--- config.mk ---
export PLATFORM = sky130hd
export DESIGN_NAME = vram_arbiter
export DESIGN_NICKNAME = d
export VERILOG_FILES = /design/src/rtl/vram_arbiter.sv
export SDC_FILE = /design/constraint.sdc
export NUM_CORES = 1
export LEC_CHECK = 0
export CORE_ASPECT_RATIO = 0.9
export CORE_MARGIN = 2
export CORE_UTILIZATION = 42
export CTS_BUF_LIST = sky130_fd_sc_hd__clkbuf_16
export DETAILED_ROUTE_END_ITERATION = 8
export GPL_TIMING_DRIVEN = 0
export MAX_ROUTING_LAYER = met4
export PLACE_DENSITY = 0.8
export REMOVE_ABC_BUFFERS = 1
export SLEW_MARGIN = 20
export SYNTH_ARGS = -nofsm -noshare
export SYNTH_HDL_FRONTEND = slang
export SYNTH_SLANG_ARGS = --single-unit
export TNS_END_PERCENT = 100
--- constraint.sdc ---
create_clock -name i_pix_clk -period 2.3 [get_ports i_pix_clk]
set_input_delay 0.69 -clock i_pix_clk [delete_from_list [all_inputs] [get_ports i_pix_clk]]
set_output_delay 0.69 -clock i_pix_clk [all_outputs]
set_load 0.05 [all_outputs]
--- src/rtl/vram_arbiter.sv ---
// ---------------------------------------------------------------------------
// vram_arbiter
//   Shares a single-port framebuffer RAM (32-bit words, 4 x 8-bit pixels per
//   word) between VGA scanout and N_REQ drawing writers. Scanout owns every
//   4th pixel clock of the active region (hcount[1:0]==0); all other cycles,
//   including the whole of blanking, are handed to the writers round-robin.
//   The sync and active strobes are delayed LAT clocks so they stay aligned
//   with the pixel stream.
//
// Ports
//   i_pix_clk, i_reset_n        pixel clock, async active-low reset
//   i_hcount, i_vcount          raster position from the timing generator
//   i_active_in/hsync_in/vsync_in   timing strobes
//   i_wr_req/addr/data          per-client write request (level, held to ack)
//   o_wr_ack                    one-cycle accept pulse per client
//   o_ram_addr/we/wdata         registered RAM command
//   i_ram_rdata                 RAM read data, valid 1 clock after o_ram_addr
//   o_pixel                     pixel stream, 0 outside the active region
//   o_active_out/hsync_out/vsync_out   strobes delayed by LAT clocks
// ---------------------------------------------------------------------------
module vram_arbiter #(
    parameter int H_ACTIVE = 640,
    parameter int V_ACTIVE = 480,
    parameter int ADDR_W   = 17,
    parameter int N_REQ    = 2,
    parameter int LAT      = 3
) (
    input  logic                    i_pix_clk,
    input  logic                    i_reset_n,
    input  logic [9:0]              i_hcount,
    input  logic [9:0]              i_vcount,
    input  logic                    i_active_in,
    input  logic                    i_hsync_in,
    input  logic                    i_vsync_in,
    input  logic [N_REQ-1:0]        i_wr_req,
    input  logic [N_REQ*ADDR_W-1:0] i_wr_addr,
    input  logic [N_REQ*32-1:0]     i_wr_data,
    output logic [N_REQ-1:0]        o_wr_ack,
    output logic [ADDR_W-1:0]       o_ram_addr,
    output logic                    o_ram_we,
    output logic [31:0]             o_ram_wdata,
    input  logic [31:0]             i_ram_rdata,
    output logic [7:0]              o_pixel,
    output logic                    o_active_out,
    output logic                    o_hsync_out,
    output logic                    o_vsync_out
);

    localparam int unsigned LINE_W = H_ACTIVE / 4;
    localparam int unsigned WORDS  = H_ACTIVE * V_ACTIVE / 4;
    localparam int          PW     = (N_REQ > 1) ? $clog2(N_REQ) : 1;

    // Registered state
    logic [N_REQ-1:0]  r_wr_ack;
    logic [ADDR_W-1:0] r_ram_addr;
    logic              r_ram_we;
    logic [31:0]       r_ram_wdata;
    logic [PW-1:0]     r_ptr;
    logic [1:0]        r_disp_pipe;
    logic [31:0]       r_shift;
    logic [LAT-1:0]    r_act_pipe;
    logic [LAT-1:0]    r_hs_pipe;
    logic [LAT-1:0]    r_vs_pipe;

    // Combinational
    logic              w_disp;
    logic [ADDR_W-1:0] w_disp_addr;
    logic [N_REQ-1:0]  w_elig;
    logic [PW:0]       w_cand;
    logic              w_gnt_vld;
    logic [PW-1:0]     w_gnt_idx;
    logic [N_REQ-1:0]  w_gnt_oh;
    logic [ADDR_W-1:0] w_gnt_addr;
    logic [31:0]       w_gnt_data;
    logic              w_in_range;
    logic [PW:0]       w_nxt_sum;
    logic [PW-1:0]     w_ptr_nxt;

    assign w_disp      = i_active_in && (i_hcount[1:0] == 2'b00);
    assign w_disp_addr = ADDR_W'(32'(i_vcount) * LINE_W + 32'(i_hcount[9:2]));

    // A client acked this cycle may still show req high for the same write.
    assign w_elig = i_wr_req & ~r_wr_ack;

    // Round-robin search from r_ptr; descending loop so the nearest wins.
    always_comb begin
        w_gnt_vld = 1'b0;
        w_gnt_idx = '0;
        w_cand    = '0;
        for (int k = N_REQ - 1; k >= 0; k--) begin
            w_cand = {1'b0, r_ptr} + (PW+1)'(k);
            if (w_cand >= (PW+1)'(N_REQ))
                w_cand = w_cand - (PW+1)'(N_REQ);
            if (w_elig[w_cand[PW-1:0]]) begin
                w_gnt_vld = 1'b1;
                w_gnt_idx = w_cand[PW-1:0];
            end
        end
    end

    always_comb begin
        w_gnt_oh   = '0;
        w_gnt_addr = '0;
        w_gnt_data = '0;
        for (int i = 0; i < N_REQ; i++) begin
            if (w_gnt_vld && (w_gnt_idx == PW'(i))) begin
                w_gnt_oh[i] = 1'b1;
                w_gnt_addr  = i_wr_addr[i*ADDR_W +: ADDR_W];
                w_gnt_data  = i_wr_data[i*32 +: 32];
            end
        end
    end

    assign w_in_range = (32'(w_gnt_addr) < WORDS);
    assign w_nxt_sum  = {1'b0, w_gnt_idx} + (PW+1)'(1);
    assign w_ptr_nxt  = (w_nxt_sum >= (PW+1)'(N_REQ)) ? '0 : w_nxt_sum[PW-1:0];

    // RAM command / arbitration
    always_ff @(posedge i_pix_clk or negedge i_reset_n) begin
        if (!i_reset_n) begin
            r_wr_ack    <= '0;
            r_ram_addr  <= '0;
            r_ram_we    <= 1'b0;
            r_ram_wdata <= '0;
            r_ptr       <= '0;
        end else begin
            r_wr_ack <= '0;
            r_ram_we <= 1'b0;
            if (w_disp) begin
                r_ram_addr <= w_disp_addr;
            end else if (w_gnt_vld) begin
                r_wr_ack <= w_gnt_oh;
                r_ptr    <= w_ptr_nxt;
                // Out-of-range writes are acked so the client moves on, but
                // never reach the RAM.
                if (w_in_range) begin
                    r_ram_we    <= 1'b1;
                    r_ram_addr  <= w_gnt_addr;
                    r_ram_wdata <= w_gnt_data;
                end
            end
        end
    end

    // Pixel pipeline: slot in n, address out in n+1, data in n+2, loaded at
    // the end of n+2, then shifted a byte per clock until the next load.
    always_ff @(posedge i_pix_clk or negedge i_reset_n) begin
        if (!i_reset_n) begin
            r_disp_pipe <= '0;
            r_shift     <= '0;
            r_act_pipe  <= '0;
            r_hs_pipe   <= '0;
            r_vs_pipe   <= '0;
        end else begin
            r_disp_pipe <= {r_disp_pipe[0], w_disp};
            if (r_disp_pipe[1])
                r_shift <= i_ram_rdata;
            else
                r_shift <= {8'h00, r_shift[31:8]};
            r_act_pipe <= {r_act_pipe[LAT-2:0], i_active_in};
            r_hs_pipe  <= {r_hs_pipe[LAT-2:0], i_hsync_in};
            r_vs_pipe  <= {r_vs_pipe[LAT-2:0], i_vsync_in};
        end
    end

    assign o_wr_ack     = r_wr_ack;
    assign o_ram_addr   = r_ram_addr;
    assign o_ram_we     = r_ram_we;
    assign o_ram_wdata  = r_ram_wdata;
    assign o_active_out = r_act_pipe[LAT-1];
    assign o_hsync_out  = r_hs_pipe[LAT-1];
    assign o_vsync_out  = r_vs_pipe[LAT-1];
    assign o_pixel      = o_active_out ? r_shift[7:0] : 8'h00;

endmodule

==> reports/qor.csv <==
metric;value;unit
initial DRC count;490;
Crit path max-delay family;compound AO/OA/AOI/OAI gates;
placed insts;842;
final hold vios;0;
maximum fanout along the worst path;3;
final setup violation count;51;
clk_skew;7.12;ps
status;finished with violations;
clk sink count;96;
P&R area growth vs syn;77.0;%
slew margin rel.;38.1;%
Pre-antenna DRT Iters;5;
gpl congestion;0.873;
commonest non-fill, non-tap cell in the layout;clkdlybuf4s50_1;
worst setup margin;-667;ps
FILL cells;701;
Routed Wire Length;21000;um
EDFF count, synth;0;
Crit Reg-Reg Endpoint;o_ram_wdata[18];
cells on worst reg2reg path;10;
DR vias/cell;5.76;
GR Util All Layers;28.2;%
via count;5223;
Non-Filler Instances;906;
chip height;107;um
Leakage;3.80;nW
initial antenna violation count;2;
Setup Total Neg Slack;-8380;ps
CP Class;primary input to register;
Pins Over Slew Limit;0;
CTS HTree Levels;3;
cts bufs inserted;9;
die width;119;um
# port buffers;219;
starting density of the core;43.2;%
Setup crit start kind;primary input;
fin crit period;2970;ps
Hold Buf Count CTS;0;
vias in the first global route;5075;
Final Cell Area;8780;um2
Setup crit end kind;register;
Cell Area, Placed;7370;um2
worst-skew pair later-pin latency;350;ps
commonest cells after routing, fill and taps aside;185 x clkdlybuf4s50_1, 95 x dfrtp_1, 55 x nand2_1;
Crit path buffers/inverters;2;
Seq cells post-synth;96;
largest net degree at the start of global routing;76;
Slew @ Worst Pin;928;ps
slowest CP cell;or4b_1;
HPWL Detailed;11600;um
Critical Path AT;3220;ps
post-synthesis async set-or-reset flop share;100;%
Synth Cell Area;4960;um2
DRC;0;
Max Cap Viol;0;
ys flop type;dfrtp_1;
Yosys Warn Count;0;
clock slew at reported path FFs;80;ps
layout cells sized above 1;26.6;%
Mapped Cells;485;
Synth cell types;50;
CP peak stage delay;500;ps
RSZ-0062 raised after global routing;yes;
fin crit share;129;%
Antenna Violating Nets Remaining;0;
register area share after synthesis;48.4;%
most used cell, CP;ha_4;
post-DR wirelength/cell;23.2;um
# IOs;220;
Reg-to-Reg Start;r_ptr;
first-pass GRT wire length;27300;um
crit path cell chain;buf_8 > ha_4 > ha_4 > fa_2 > a211o_1 > buf_4 > a211oi_2 > o21ai_1 > xor2_1 > or4b_1 > o211ai_1;
total gr overflow;0;
FF-to-FF setup slack;-250;ps
synthesized area per cell;10.2;um2
num rows;37;
f_max;337;MHz
CP required;2550;ps
VDD IR max;579;uV
Pwr per Cell Area;893;nW/um2
Die ar.;12700;um2
failing checks;setup timing;
HP Class;primary input to asynchronous set/reset pin;
CTS tree;yes;
fin nets;921;
core box area;11500;um2
Clock Tree Root;clkbuf_16;
CTS max path bufs;2;
-- report_power, final --
part / switching (mW) / total, mW / leakage (nW) / internal (mW)
logic: 2.25 / 3.85 / 2.45 / 1.60
registers: 0.278 / 2.30 / 1.19 / 2.02
clock network: 0.723 / 1.69 / 0.164 / 0.971
-- synthesized netlist by cell type (2+ instances only) --
master    number  share of area, %
a2111o_1       2              0.45
a211o_1        2              0.35
a211oi_1       3              0.45
a21oi_1       12               1.2
a22o_1         8               1.4
a31oi_1       32               4.0
and2_1        16               2.0
and3_2         6              0.91
buf_1          2              0.15
buf_2          4              0.40
buf_4          3              0.45
buf_6          2              0.45
clkbuf_1      18               1.4
dfrtp_1       96                48
fa_1           2              0.81
ha_1          19               4.8
inv_1          7              0.53
mux2_2        25               5.7
mux2i_1       16               3.2
nand2_1       56               4.2
nand2b_1       2              0.25
nand3_1       42               4.2
nand4_1        5              0.63
nor2_1        43               3.3
nor2b_1        4              0.50
nor3b_1        4              0.61
o211ai_1       3              0.45
o21a_1         5              0.76
o21ai_0        5              0.50
o21ai_1        3              0.30
o22ai_1        2              0.25
o311ai_1       2              0.35
o31ai_2        6               1.5
or2_2          3              0.38
xnor2_1        3              0.53
xor2_1         8               1.4
-- layout make-up --
class | instances | area, um2 | area share, %
Timing Repair Buffer | 276 | 2880 | 32.8
Antenna cell | 2 | 5.00 | 0.0570
Clock buffer | 9 | 225 | 2.56
Clock inverter | 7 | 101 | 1.15
Multi-Input combinational cell | 353 | 2940 | 33.5
Sequential cell | 96 | 2400 | 27.4
Inverter | 7 | 26.3 | 0.299
Tap cell | 156 | 195 | 2.22
-- state kept, by name, indices dropped and copies added, names as in the netlist --
name and cells:
o_ram_addr 17, r_ptr 1, o_ram_wdata 32, r_shift 32
r_vs_pipe 3, o_ram_we 1, r_hs_pipe 3, o_wr_ack 2
r_disp_pipe 2, r_act_pipe 3
-- how the worst max path moves through the flow --
stage                           start               to  slack (ps)  cells past startpoint
final                     i_vcount[3]   o_ram_addr[16]        -670                     11
after global placement    i_active_in  o_ram_wdata[15]       -6250                      5
after CTS                 i_vcount[3]   o_ram_addr[16]        -630                     10
after global routing      i_vcount[3]   o_ram_addr[16]        -740                     11
after floorplan           i_hcount[1]   o_ram_wdata[0]       -2860                      4
after detailed placement  i_vcount[1]   o_ram_addr[16]       -1620                     10
-- per-stage QoR --
| stage | power [mW] | hold WS, ps | util, % | setup WS [ps] |
|---|---|---|---|---|
| CTS | 7.29 | 194 | 71.7 | -634 |
| global route | 8.10 | 193 | 76.5 | -743 |
| global placement | 5.25 | 331 | 62.8 | -6250 |
| finish | 7.84 | 191 | 76.5 | -667 |
| detailed placement | 5.34 | 337 | 64.2 | -1620 |
| floorplan | 4.10 | 331 | - | -2860 |
-- logic make-up (layout without fill, tap and decap cells) --
| group | Yosys count | in the layout | share of synthesized area (%) |
|---|---|---|---|
| compound gates | 89 | 89 | 12.9 |
| xor+xnor | 11 | 11 | 1.94 |
| other cells | 0 | 2 | 0 |
| mux | 41 | 41 | 8.90 |
| flops | 96 | 96 | 48.4 |
| simple gates | 191 | 191 | 18.9 |
| fa+ha+maj | 21 | 21 | 5.60 |
| buf+inv | 36 | 299 | 3.35 |
-- what timing repair did --
item,in CTS,in global routing
setup endpoints to repair,59,49
gates resized for setup,86,97
cloned,2,3
pin swaps,16,21
setup buffers,29,13
-- worst reg2reg max path: stages, from the launching register on --
cell and delay (ps):
dfrtp_1 420, or3b_4 420, a32oi_2 230, a32oi_2 200, buf_4 190, nor4_4 290
buf_6 170, buf_12 150, buf_12 140, nor2_2 40, a31oi_1 220
-- routing by layer --
| layer | vias up | global-route usage, % | share of wire (%) |
|---|---|---|---|
| li1 | 2258 | - | - |
| met3 | 71 | 4.95 | 7.7 |
| met2 | 326 | 48.0 | 50 |
| met1 | 2568 | 33.4 | 38 |
| met5 | - | - | 0 |
| met4 | 0 | 11.1 | 4.6 |
Note: power is estimated with default switching activity, not from simulation.
